File: config.mk
export PLATFORM = sky130hd
export DESIGN_NAME = fp_to_lin
export DESIGN_NICKNAME = d
export VERILOG_FILES = /design/src/rtl/fp_to_lin.sv
export SDC_FILE = /design/constraint.sdc
export NUM_CORES = 1
export LEC_CHECK = 0
export CAP_MARGIN = 20
export CELL_PAD_IN_SITES_DETAIL_PLACEMENT = 1
export CELL_PAD_IN_SITES_GLOBAL_PLACEMENT = 2
export CORE_MARGIN = 2
export CORE_UTILIZATION = 30
export DETAILED_ROUTE_END_ITERATION = 16
export GPL_TIMING_DRIVEN = 0
export PLACE_DENSITY_LB_ADDON = 0.1
export SLEW_MARGIN = 20
export SYNTH_ARGS = -nofsm -noshare
export SYNTH_HDL_FRONTEND = slang
export SYNTH_SLANG_ARGS = --single-unit
export TNS_END_PERCENT = 10
File: constraint.sdc
create_clock -name clk -period 2.25 [get_ports clk]
set_clock_uncertainty 0.05 [all_clocks]
set_input_delay 0.225 -clock clk [delete_from_list [all_inputs] [get_ports clk]]
set_output_delay 0.225 -clock clk [all_outputs]
set_load 0.01 [all_outputs]
File: src/rtl/fp_to_lin.sv
// fp_to_lin: serial 8-bit float code (S,E,F) to 12-bit two's-complement linear value.
// One conversion in flight; result held until the output handshake completes.
module fp_to_lin (
    input  logic        clk,
    input  logic        rst,
    input  logic        in_valid,
    output logic        in_ready,
    input  logic [7:0]  fp_in,
    output logic        out_valid,
    input  logic        out_ready,
    output logic [11:0] lin_out,
    output logic        busy
);

    typedef enum logic [1:0] {
        IDLE  = 2'd0,
        SHIFT = 2'd1,
        OUT   = 2'd2
    } state_t;

    state_t      state_q, state_d;
    logic [11:0] mag_q, mag_d;
    logic [2:0]  cnt_q, cnt_d;
    logic        sgn_q, sgn_d;
    logic [11:0] lin_q, lin_d;
    logic        out_valid_q, out_valid_d;

    // state and datapath registers
    always_ff @(posedge clk) begin
        if (rst) begin
            state_q     <= IDLE;
            mag_q       <= '0;
            cnt_q       <= '0;
            sgn_q       <= 1'b0;
            lin_q       <= '0;
            out_valid_q <= 1'b0;
        end else begin
            state_q     <= state_d;
            mag_q       <= mag_d;
            cnt_q       <= cnt_d;
            sgn_q       <= sgn_d;
            lin_q       <= lin_d;
            out_valid_q <= out_valid_d;
        end
    end

    // next-state logic
    always_comb begin
        state_d = state_q;
        unique case (state_q)
            IDLE:    if (in_valid) state_d = SHIFT;
            SHIFT:   if (cnt_q == 3'd0) state_d = OUT;
            OUT:     if (out_ready) state_d = IDLE;
            default: state_d = IDLE;
        endcase
    end

    // datapath updates tied to the current state
    always_comb begin
        mag_d       = mag_q;
        cnt_d       = cnt_q;
        sgn_d       = sgn_q;
        lin_d       = lin_q;
        out_valid_d = out_valid_q;
        unique case (state_q)
            IDLE: begin
                if (in_valid) begin
                    mag_d = {8'b0, fp_in[3:0]};
                    cnt_d = fp_in[6:4];
                    sgn_d = fp_in[7];
                end
            end
            SHIFT: begin
                if (cnt_q != 3'd0) begin
                    mag_d = {mag_q[10:0], 1'b0};
                    cnt_d = cnt_q - 3'd1;
                end else begin
                    // negating zero yields zero, so -0 needs no special case
                    lin_d       = sgn_q ? (~mag_q + 12'd1) : mag_q;
                    out_valid_d = 1'b1;
                end
            end
            OUT: begin
                if (out_ready) out_valid_d = 1'b0;
            end
            default: begin
                out_valid_d = 1'b0;
            end
        endcase
    end

    // state-decoded outputs
    always_comb begin
        in_ready  = (state_q == IDLE);
        busy      = (state_q != IDLE);
        out_valid = out_valid_q;
        lin_out   = lin_q;
    end

endmodule

# Yosys cells after proc, flatten, opt, wreduce, memory -nomap -nowiden
# Index checks and enable logic that the tools add are counted.
[classes]
reduce_logical = 10
add_sub_neg = 2
bitwise_logic = 3
n_eq_ne = 7
n_mux = 14
[op_table]
columns = ["op", "count"]
rows = [
  ["12-bit two-way mux", 3],
  ["12-bit one-hot mux with 2 select lines", 1],
  ["12-bit by 1-bit adder with 12-bit output, second input constant", 1],
  ["12-bit inverter", 1],
  ["2-bit != test, second input constant", 5],
  ["3-bit AND reduction", 3],
  ["2-bit two-way mux", 3],
  ["3-bit two-way mux", 2],
  ["2-bit one-hot mux with 3 select lines", 1],
  ["3-bit one-hot mux with 2 select lines", 1],
  ["2-bit AND reduction", 2],
  ["2-bit nonzero test", 2],
  ["3-bit logical NOT", 1],
  ["1-bit one-hot mux with 3 select lines", 1],
  ["3-bit nonzero test", 1],
  ["3-bit by 1-bit subtractor with 3-bit output, second input constant", 1],
  ["2-bit by 1-bit == test with 1-bit output, second input constant", 1],
  ["2-bit == test, second input constant", 1],
  ["2-bit logical NOT", 1],
  ["1-bit two-way mux", 2],
  ["1-bit inverter", 2],
]
[word_totals]
elab_cells = 42
reg_bits = 31
input_bits = 12

# Longest topological paths before layout
# Gate-level depths: netlist (run 1).
[logic_depth]
word_depth = 3
ltp_mapped = 8

# Worst setup path before layout (run 1)
# OpenSTA, ideal clock, no wires.
[synth_path]
kind = "flip-flop to flip-flop"
startpoint = "register cnt_q[0]"
endpoint = "register cnt_q[1]"
synth_period_minus_slack_ps = 1735
path_slack_ps = 515
arrival_time_ps = 1615
setup_time_ps = 71
stages_incl_launch_ff = 9
path_cell_list = "dfxtp_1 -> inv_1 -> ha_1 -> ha_1 -> nand2b_1 -> a21oi_1 -> clkbuf_1 -> o21ai_0 -> a21oi_1"
[synth_between]
elab_chain_len = 3
elab_cells_between_ends = 6
classes_between = "add/sub (1); eq/ne (1); mux (2); reduce/logical (2)"
[synth_rtl]
columns = ["item", "line_no", "text"]
rows = [
  ["start, declared", "23", "logic [2:0] cnt_q, cnt_d;"],
  ["start signal, assigned", "40", "cnt_q <= cnt_d;"],
  ["3-bit by 1-bit subtractor with 3-bit output / 3-bit nonzero test (equally long branches)", "76, 74", ""],
  ["3-bit two-way mux / 2-bit != test (equally long branches)", "-", ""],
  ["3-bit one-hot mux with 2 select lines / 3-bit AND reduction (equally long branches)", "-", ""],
]
# Several ways; a longest one is shown, not always the timed one. The select of a mux whose other input is x is not followed.
# A chain may end at the register's enable or synchronous reset.

# Worst setup path after layout (run 1)
[layout_path]
startpoint = "register cnt_q[0]"
endpoint = "register lin_q[4] (netlist: lin_out[4])"
[layout_between]
elab_chain_len = 3
[layout_rtl]
columns = ["item", "line_no", "text"]
rows = [
  ["3-bit nonzero test", "74", "if (cnt_q != 3'd0) begin"],
  ["1-bit inverter (no source line)", "-", ""],
  ["2-bit AND reduction (no source line)", "-", ""],
  ["end signal, assigned", "42", "lin_q <= lin_d;"],
  ["end, declared", "25", "logic [11:0] lin_q, lin_d;"],
]
# No other way between the ends.

==> impl_metrics.yaml, run 1 <==
hold_path:
  min_from: "rst"
  holdPathStages: 2
  hp-class: "primary input to flop"
  whs_endpoint: "lin_out[4]"
setup_path:
  rr_worst_depth: 7
  r2r-start: "cnt_q[0]"
  rr_endpoint: "lin_out[4]"
  crit_path_start_kind: "flop"
  rrSetupSlack_ns: 0.27
  crit_type: "flop to flop"
  critPathCaptureType: "flop"
  cp.arrival_ns: 2.06
  path_max_fanout: 10
  crit_required_ns: 2.33
power_and_ir_drop:
  power.switching_w: 0.0004312
  ir_drop_v: 0.0003007
  seq_power_share_pct: 44.4
  p_per_area_nw_per_um2: 791.3
  power.leakage_nw: 0.6892
  power.share.clock_pct: 30.7
  p_total_w: 0.001435
  p_comb_share_pct: 24.8
  power.internal_w: 0.001003
  power.switching_fraction_pct: 30.06
logic_synthesis:
  synth_top_area_share_pct: 44.09
  syn_inst: 158
  synth_top_flop_cell: "dfxtp_1"
  ys_seq_elements: 31
  synth-edff-count: 0
  synth_top_area_cell: "dfxtp_1"
  synthArstFlopShare_pct: 0
  syn_area_um2: 1408
  ys_seq_area_share_pct: 44.09
  ys_types: 29
  synth_warnings: 0
  synth_fp_nets: 173
  synth.avg_cell_area_um2: 8.909
  synth_area_leaders: "dfxtp_1 (44%), nor2_1 (8.0%), a211oi_1 (6.9%)"
route:
  drt_wl_total_um: 3573
  avgViaCountPerCell: 5.145
  dr.pass1.iters: 4
  wl_per_cell_um: 14.76
  detail-route-antenna-nets: 0
  vias: 1245
  drtIter0Drc: 41
  drc: 0
timing:
  rsz0062_at_grt: "no"
  finalSetupViolCount: 0
  whs_ns: 0.3399
  finalHoldViolations: 0
  timing.final.crit_share_pct: 88.20
  tns_ns: 0
  final_max_slew_viol_count: 0
  worst_pin_slew_ns: 0.9687
  max_slew_margin_pct: 34.92
  finalCriticalPeriod_ns: 1.984
  fmax_mhz: 503.9
global_route:
  grt_use_total_pct: 15.26
  grt_busiest_layer: "met2"
  met3_usage_pct: 2.917
  antenna_found_initial: 0
  grt_max_degree: 11
  globalRouteMet2Util_pct: 25.99
  met1_usage_pct: 19.17
  grt_pass1_wl_um: 6161
  grt_overflow: 0
  grt_pass1_vias: 1287
placed_design:
  numPortBuffers: 25
  routabilityCongestion: 0.6858
  dpl.hpwl_um: 2719
  place_inst: 235
  dpl_cell_area_um2: 1723
clock_tree:
  max-clock-path-buffers: 2
  path_clk_slew_ns: 0.07
  cts_sinks: 31
  cts_setup_buffers: 0
  cts_root_buffer: "clkbuf_8"
  numCtsBuffers: 5
  h-tree-depth: 2
  insertion_delay_ns: 0.28
  cts_tree: "built"
floorplan:
  die_width_um: 72.50
  start_util_pct: 31.67
  fp.dieH_um: 72.50
  rows: 24
  fp.coreArea_um2: 4444
  dieArea_um2: 5256
  pin_count: 27
finish:
  design_area_um2: 1813
  antennaDiodeCount: 0
  final_layout_size_suffix_gt1_share_pct: 6.842
  area_delta_synth_final_pct: 28.80
  fin_nets: 205
  layout_common_cells: "dfxtp_1 (31), nor2_1 (30), clkdlybuf4s50_1 (25), a211oi_1 (13), a21oi_1 (10)"
  stdcell_count: 242
  final_common_cell: "dfxtp_1"
status:
  status: "finished clean"
job:
  max_cap_viol_count: 0
synth_stat cells, drive strengths merged (3+ instances only):
cell type / count
nor2: 30
a22o: 8
clkbuf: 9
a21oi: 10
xor2: 7
inv: 9
o21ai: 5
nand2: 3
a211oi: 13
mux2i: 4
ha: 3
o41ai: 4
dfxtp: 31
nand2b: 4
power by group through the flow:
stage | sequential [W] | clock (W) | combinational [W]
after floorplan | 0.000653 | 0 | 0.000209
after global placement | 0.000648 | 0 | 0.000352
after detailed placement | 0.000651 | 0 | 0.000360
after CTS | 0.000638 | 0.000465 | 0.000362
after global routing | 0.000647 | 0.000485 | 0.000404
final | 0.000638 | 0.000441 | 0.000356
per-layer routing:
metal	routed length, um	share of wire, %
met3	107	3.0
met5	0	0
met4	44	1.2
met2	1739	49
met1	1681	47
per-stage QoR:
stage / utilization (%) / setup slack (ns)
2_1_floorplan: - / 0.5148
3_3_place_gp: 38.77 / 0.1368
3_5_place_dp: 38.77 / 0.1342
4_1_cts: 40.74 / 0.1181
5_1_grt: 40.79 / 0.04563
6_report: 40.79 / 0.2656
sequential cells by signal (all words and copies together), names as in the netlist:
signal,cells
cnt_q,3
lin_out,12
mag_q,12
out_valid,1
sgn_q,1
state_q,2
worst max-delay path, stage by stage, from the launching register on:
cell and delay [ns]:
dfxtp_1 0.31, inv_1 0.07, ha_1 0.15, ha_1 0.21, and3b_1 0.17, clkbuf_1 0.24
clkbuf_1 0.46, a311oi_1 0.18
worst max path at each step:
| stage | cells after the start | slack (ns) | endpoint | start |
|---|---|---|---|---|
| after floorplan | 8 | 0.51 | cnt_q[1] | cnt_q[0] |
| after global placement | 8 | 0.14 | lin_out[0] | cnt_q[0] |
| after detailed placement | 8 | 0.13 | lin_out[0] | cnt_q[0] |
| after CTS | 8 | 0.12 | lin_out[0] | cnt_q[0] |
| after global routing | 7 | 0.05 | lin_out[4] | cnt_q[0] |
| final | 7 | 0.27 | lin_out[4] | cnt_q[0] |
cell type report:
class | count | area, um2
fillers | 523 | 2631
multi-input cells | 109 | 719.4
flip-flops and latches | 31 | 620.6
repair buffers | 25 | 250.2
clock buffers | 6 | 82.58
well taps | 52 | 65.06
plain buffers | 9 | 36.28
inverters | 9 | 33.78
clock inverters | 1 | 5.005
timing repair:
action / in CTS / in global routing
endpoints found under the setup margin: 0 / 14
gates resized for setup: 0 / 4
hold buffers: 0 / 0
cells by family (layout without fill, tap and decap cells):
| group | Yosys count | after routing | synth area share (%) |
|---|---|---|---|
| AO/OA/AOI/OAI | 48 | 48 | 25.51 |
| AND/OR/NAND/NOR | 47 | 47 | 15.73 |
| flip-flops | 31 | 31 | 44.09 |
| buffers and inverters | 18 | 50 | 4.800 |
| XOR/XNOR | 7 | 7 | 4.356 |
| multiplexers | 4 | 4 | 2.845 |
| adder cells (fa/ha/maj) | 3 | 3 | 2.667 |
No activity file was read; power rests on OpenSTA's default activity.
==> inputs of run 2 (changes only) <==
--- a/config.mk
+++ b/config.mk
@@ -8,7 +8,6 @@
 export CAP_MARGIN = 20
 export CELL_PAD_IN_SITES_DETAIL_PLACEMENT = 1
 export CELL_PAD_IN_SITES_GLOBAL_PLACEMENT = 2
-export CORE_MARGIN = 2
 export CORE_UTILIZATION = 30
 export DETAILED_ROUTE_END_ITERATION = 16
 export GPL_TIMING_DRIVEN = 0
==> run 2 against run 1 <==
  * The flow now finishes with violations (DRC)
  * Wire length up 0.36%
  * Sequential cell count unchanged
  * Cell count rose by 0.41%
  * First-iteration DRC count rose by 9.8%
  * Sequential power barely moved
  * Via count grew 1.4%
  * Utilization up 0.25 points
  * Register-to-register slack worse by 0.09 ns
  * Global-route usage up 0.59 points
==> impl_metrics.yaml, run 2 (synthesized netlist as in run 1, its figures left out) <==
status:
  status: "finished, violations left"
  violations: "DRC"
placed_design:
  numPortBuffers: 25
  post-place-ws_ns: 0.1270
  dpl.hpwl_um: 2703
  routabilityCongestion: 0.6814
  place_inst: 235
finish:
  layout_common_cells: "dfxtp_1 (31), nor2_1 (30), clkdlybuf4s50_1 (25), a211oi_1 (13), a21oi_1 (10)"
  area_delta_synth_final_pct: 29.60
  fin_nets: 205
  final_common_cell: "dfxtp_1"
  fin_util_pct: 41.05
  stdcell_count: 243
  antennaDiodeCount: 0
  final_layout_size_suffix_gt1_share_pct: 6.283
timing:
  tns_ns: 0
  max_slew_margin_pct: 34.83
  whs_ns: 0.3172
  rsz0062_at_grt: "yes"
  finalSetupViolCount: 0
  timing.final.crit_share_pct: 92.05
  final_max_slew_viol_count: 0
  finalHoldViolations: 0
  finalCriticalPeriod_ns: 2.071
  worst_slack_ns: 0.1788
  worst_pin_slew_ns: 0.9700
  fmax_mhz: 482.8
hold_path:
  hp-class: "primary input to flop"
job:
  max_cap_viol_count: 0
setup_path:
  r2r-start: "cnt_q[0]"
  crit_path_start_kind: "flop"
  rr_worst_depth: 8
  crit_type: "flop to flop"
  path_max_fanout: 10
  cp-endpoint: "mag_q[1]"
  rr_endpoint: "mag_q[1]"
  crit_required_ns: 2.39
  rrSetupSlack_ns: 0.18
  cp.arrival_ns: 2.21
  worstSetupStartpoint: "cnt_q[0]"
  critPathCaptureType: "flop"
global_route:
  grt_overflow: 0
  grt_pass1_wl_um: 6065
  grt_pass1_vias: 1301
  grt_use_total_pct: 15.85
  grt_max_degree: 11
  antenna_found_initial: 0
floorplan:
  fp.coreArea_um2: 4444
  fp.dieH_um: 70.50
  start_util_pct: 31.67
  die_width_um: 70.50
  dieArea_um2: 4970
  rows: 24
  pin_count: 27
clock_tree:
  max-clock-path-buffers: 2
  insertion_delay_ns: 0.28
  path_clk_slew_ns: 0.07
  h-tree-depth: 2
  numCtsBuffers: 5
  cts_sinks: 31
  cts_root_buffer: "clkbuf_8"
  cts_tree: "built"
power_and_ir_drop:
  ir_drop_v: 0.0003088
  p_per_area_nw_per_um2: 811.7
  power.leakage_nw: 0.6906
route:
  drt_wl_total_um: 3586
  avgViaCountPerCell: 5.198
  dr.pass1.iters: 10
  drtIter0Drc: 45
  vias: 1263
  drc: 3
  detail-route-antenna-nets: 0
  wl_per_cell_um: 14.76
run 2: layout make-up:
| type | count | area, um2 |
|---|---|---|
| repair buffers | 25 | 250.2 |
| inverters | 9 | 33.78 |
| flip-flops and latches | 31 | 620.6 |
| fillers | 522 | 2620 |
| multi-input cells | 109 | 719.4 |
| clock buffers | 8 | 100.1 |
| plain buffers | 9 | 35.03 |
| well taps | 52 | 65.06 |
run 2: layer usage:
layer	vias to the layer above	global-route usage, %	share of wire (%)
met3	5	3.463	4.2
met5	-	0	0
met2	28	28.16	48
met1	602	18.46	46
li1	628	-	-
met4	0	6.349	1.3
run 2: worst min path at each step:
| stage | endpoint | start | cells past startpoint | slack, ns |
|---|---|---|---|---|
| 4_1_cts | lin_out[4] | rst | 2 | 0.33 |
| 6_report | lin_out[4] | rst | 2 | 0.32 |
| 3_5_place_dp | cnt_q[1] | cnt_q[1] | 2 | 0.40 |
| 5_1_grt | lin_out[4] | rst | 2 | 0.38 |
| 2_1_floorplan | sgn_q | fp_in[7] | 2 | 0.32 |
| 3_3_place_gp | cnt_q[1] | cnt_q[1] | 2 | 0.40 |
run 2: power by group:
group	internal (W)	switching, W	total [W]
clock network	0.000279	0.000207	0.000486
registers	0.000598	0.0000393	0.000637
logic	0.000165	0.000192	0.000357
run 2: critical path, cell delays in order (launching register included):
cell,delay [ns]
dfxtp_1,0.33
inv_1,0.06
ha_1,0.19
ha_1,0.23
nand2b_1,0.17
a21oi_1,0.26
clkbuf_1,0.38
nor2_1,0.08
a211oi_1,0.22
run 2: timing repair:
item                       in CTS  in global routing
hold buffers                    0                  0
setup endpoints to repair       0                 15
gates resized for setup         0                  2
buffers inserted                0                  0
run 2: stage by stage:
step | total power [W] | area [um2]
after floorplan | 0.0008621 | 1408
after global placement | 0.0009995 | 1723
after detailed placement | 0.001012 | 1723
after CTS | 0.001506 | 1823
after global routing | 0.001574 | 1824
final | 0.001481 | 1824
==> inputs of run 3 (changes only) <==
--- a/config.mk
+++ b/config.mk
@@ -8,10 +8,10 @@
 export CAP_MARGIN = 20
 export CELL_PAD_IN_SITES_DETAIL_PLACEMENT = 1
 export CELL_PAD_IN_SITES_GLOBAL_PLACEMENT = 2
-export CORE_UTILIZATION = 30
+export CORE_UTILIZATION = 25
 export DETAILED_ROUTE_END_ITERATION = 16
 export GPL_TIMING_DRIVEN = 0
-export PLACE_DENSITY_LB_ADDON = 0.1
+export PLACE_DENSITY = 0.63
 export SLEW_MARGIN = 20
 export SYNTH_ARGS = -nofsm -noshare
 export SYNTH_HDL_FRONTEND = slang
==> run 3 against run 2 <==
  * The flow now finishes without violations
  * Register-to-register slack better by 0.03 ns
  * Critical path depth stayed put
  * Sequential share of layout area is 0.75 points lower
  * Sequential power hardly changed
  * Utilization is 5.6 points lower
  * Total power is 5.5% higher
  * Hold slack worse by 0.018 ns
  * Global-route usage is 2.1 points lower
  * Count of clock-buffer cells in the layout is 2 lower
  * First-iteration DRC count is 6.7% higher
  * Sequential cell count stayed put
  * Design area is 2.3% higher
  * Critical path type unchanged
==> impl_metrics.yaml, run 3 (synthesized netlist as in run 1, its figures left out) <==
timing:
  timing.final.crit_share_pct: 90.57
  max_slew_margin_pct: 40.80
  final_max_slew_viol_count: 0
  finalHoldViolations: 0
  tns_ns: 0
  worst_pin_slew_ns: 0.8812
  fmax_mhz: 490.7
  rsz0062_at_grt: "no"
  finalCriticalPeriod_ns: 2.038
  finalSetupViolCount: 0
global_route:
  grt_overflow: 0
  grt_max_degree: 11
  grt_pass1_wl_um: 6341
  antenna_found_initial: 0
  grt_pass1_vias: 1270
  grt_use_total_pct: 13.78
clock_tree:
  path_clk_slew_ns: 0.07
  cts-resized-gates: 0
  max-clock-path-buffers: 2
  h-tree-depth: 2
  cts_tree: "built"
  cts_sinks: 31
  cts_hold_buffers: 0
  cts_root_buffer: "clkbuf_8"
  cts_setup_buffers: 0
  numCtsBuffers: 5
  insertion_delay_ns: 0.28
hold_path:
  min_from: "rst"
  hp-class: "primary input to flop"
  holdPathStages: 2
status:
  status: "finished clean"
finish:
  antennaDiodeCount: 0
  seq_area_um2: 620.6
  fin_nets: 205
  layout_common_cells: "dfxtp_1 (31), nor2_1 (30), clkdlybuf4s50_1 (25), a211oi_1 (13), a21oi_1 (10)"
  nFillCells: 614
  stdcell_count: 261
  final_common_cell: "dfxtp_1"
  area_delta_synth_final_pct: 32.53
  multi_input_area_um2: 719.4
  final_layout_size_suffix_gt1_share_pct: 7.330
route:
  drc: 0
  avgViaCountPerCell: 4.774
  drtIter0Drc: 48
  dr.pass1.iters: 4
  drt_wl_total_um: 3663
  vias: 1246
  wl_per_cell_um: 14.03
  detail-route-antenna-nets: 0
floorplan:
  start_util_pct: 26.71
  rows: 26
  dieArea_um2: 5934
  die_width_um: 77.04
  pin_count: 27
  fp.dieH_um: 77.04
  fp.coreArea_um2: 5270
power_and_ir_drop:
  p_per_area_nw_per_um2: 837.3
  power.leakage_nw: 0.7033
  ir_drop_v: 0.0002436
setup_path:
  crit_path_start_kind: "flop"
  cp.arrival_ns: 2.17
  path_max_fanout: 10
  rr_worst_depth: 8
  crit_required_ns: 2.38
  critPathCaptureType: "flop"
  r2r-start: "cnt_q[0]"
  crit_type: "flop to flop"
  worstSetupStartpoint: "cnt_q[0]"
placed_design:
  place_inst: 253
  dpl.hpwl_um: 2755
  numPortBuffers: 25
  routabilityCongestion: 0.7741
job:
  max_cap_viol_count: 0
run 3: changes by cell type in the layout (fill, tap and decap cells not counted), sizes merged:
cell / previous run / this run
bufinv: 0 / 1
clkbuf: 17 / 15
clkinv: 0 / 1
run 3: path summary, 6_finish.rpt:
kind | slack, ns | endpoint
setup / recovery | 0.21 | mag_q[3]
hold / removal | 0.30 | lin_out[2]
setup reg to reg | 0.21 | mag_q[3]
hold reg to reg | 0.42 | cnt_q[1]
run 3: worst max-delay path, stage by stage (launching register included):
cell	delay [ns]
dfxtp_1	0.34
inv_1	0.06
ha_1	0.19
ha_1	0.23
nand2b_1	0.17
a21oi_1	0.28
clkbuf_2	0.29
nor2_1	0.08
a211oi_1	0.25
run 3: stage by stage:
| step | setup slack [ns] | total power [W] | cell area (um2) | util (%) | hold WS [ns] |
|---|---|---|---|---|---|
| floorplan | 0.5148 | 0.0008621 | 1408 | - | 0.3189 |
| global placement | 0.1522 | 0.001001 | 1745 | 33.12 | 0.3974 |
| detailed placement | 0.1289 | 0.001006 | 1745 | 33.12 | 0.4190 |
| CTS | 0.03694 | 0.001586 | 1863 | 35.35 | 0.2971 |
| global route | 0.05544 | 0.001663 | 1866 | 35.40 | 0.3588 |
| finish | 0.2122 | 0.001562 | 1866 | 35.40 | 0.2995 |
run 3: layout make-up:
| type | count | share of cell area [%] |
|---|---|---|
| timing repair buffer | 25 | 13.41 |
| inverter | 9 | 1.811 |
| clock inverter | 2 | 1.878 |
| sequential | 31 | 33.27 |
| clock buffer | 6 | 4.427 |
| buffer | 9 | 1.945 |
| tap | 70 | 4.695 |
| multi-input combinational | 109 | 38.56 |
run 3: routing by layer:
layer  share of wire, %  up-vias  GRT usage [%]
met5                  0        -              0
met4                1.8        0          5.660
met3                3.3        8          2.857
met2                 48       23          23.66
met1                 47      585          16.61
li1                   -      630              -
run 3: where the power goes:
| group | switching (W) | internal [W] | total (W) |
|---|---|---|---|
| logic | 0.000187 | 0.000165 | 0.000352 |
| clock network | 0.000214 | 0.000358 | 0.000572 |
| registers | 0.0000406 | 0.000598 | 0.000638 |
| total | 0.000441 | 0.00112 | 0.00156 |
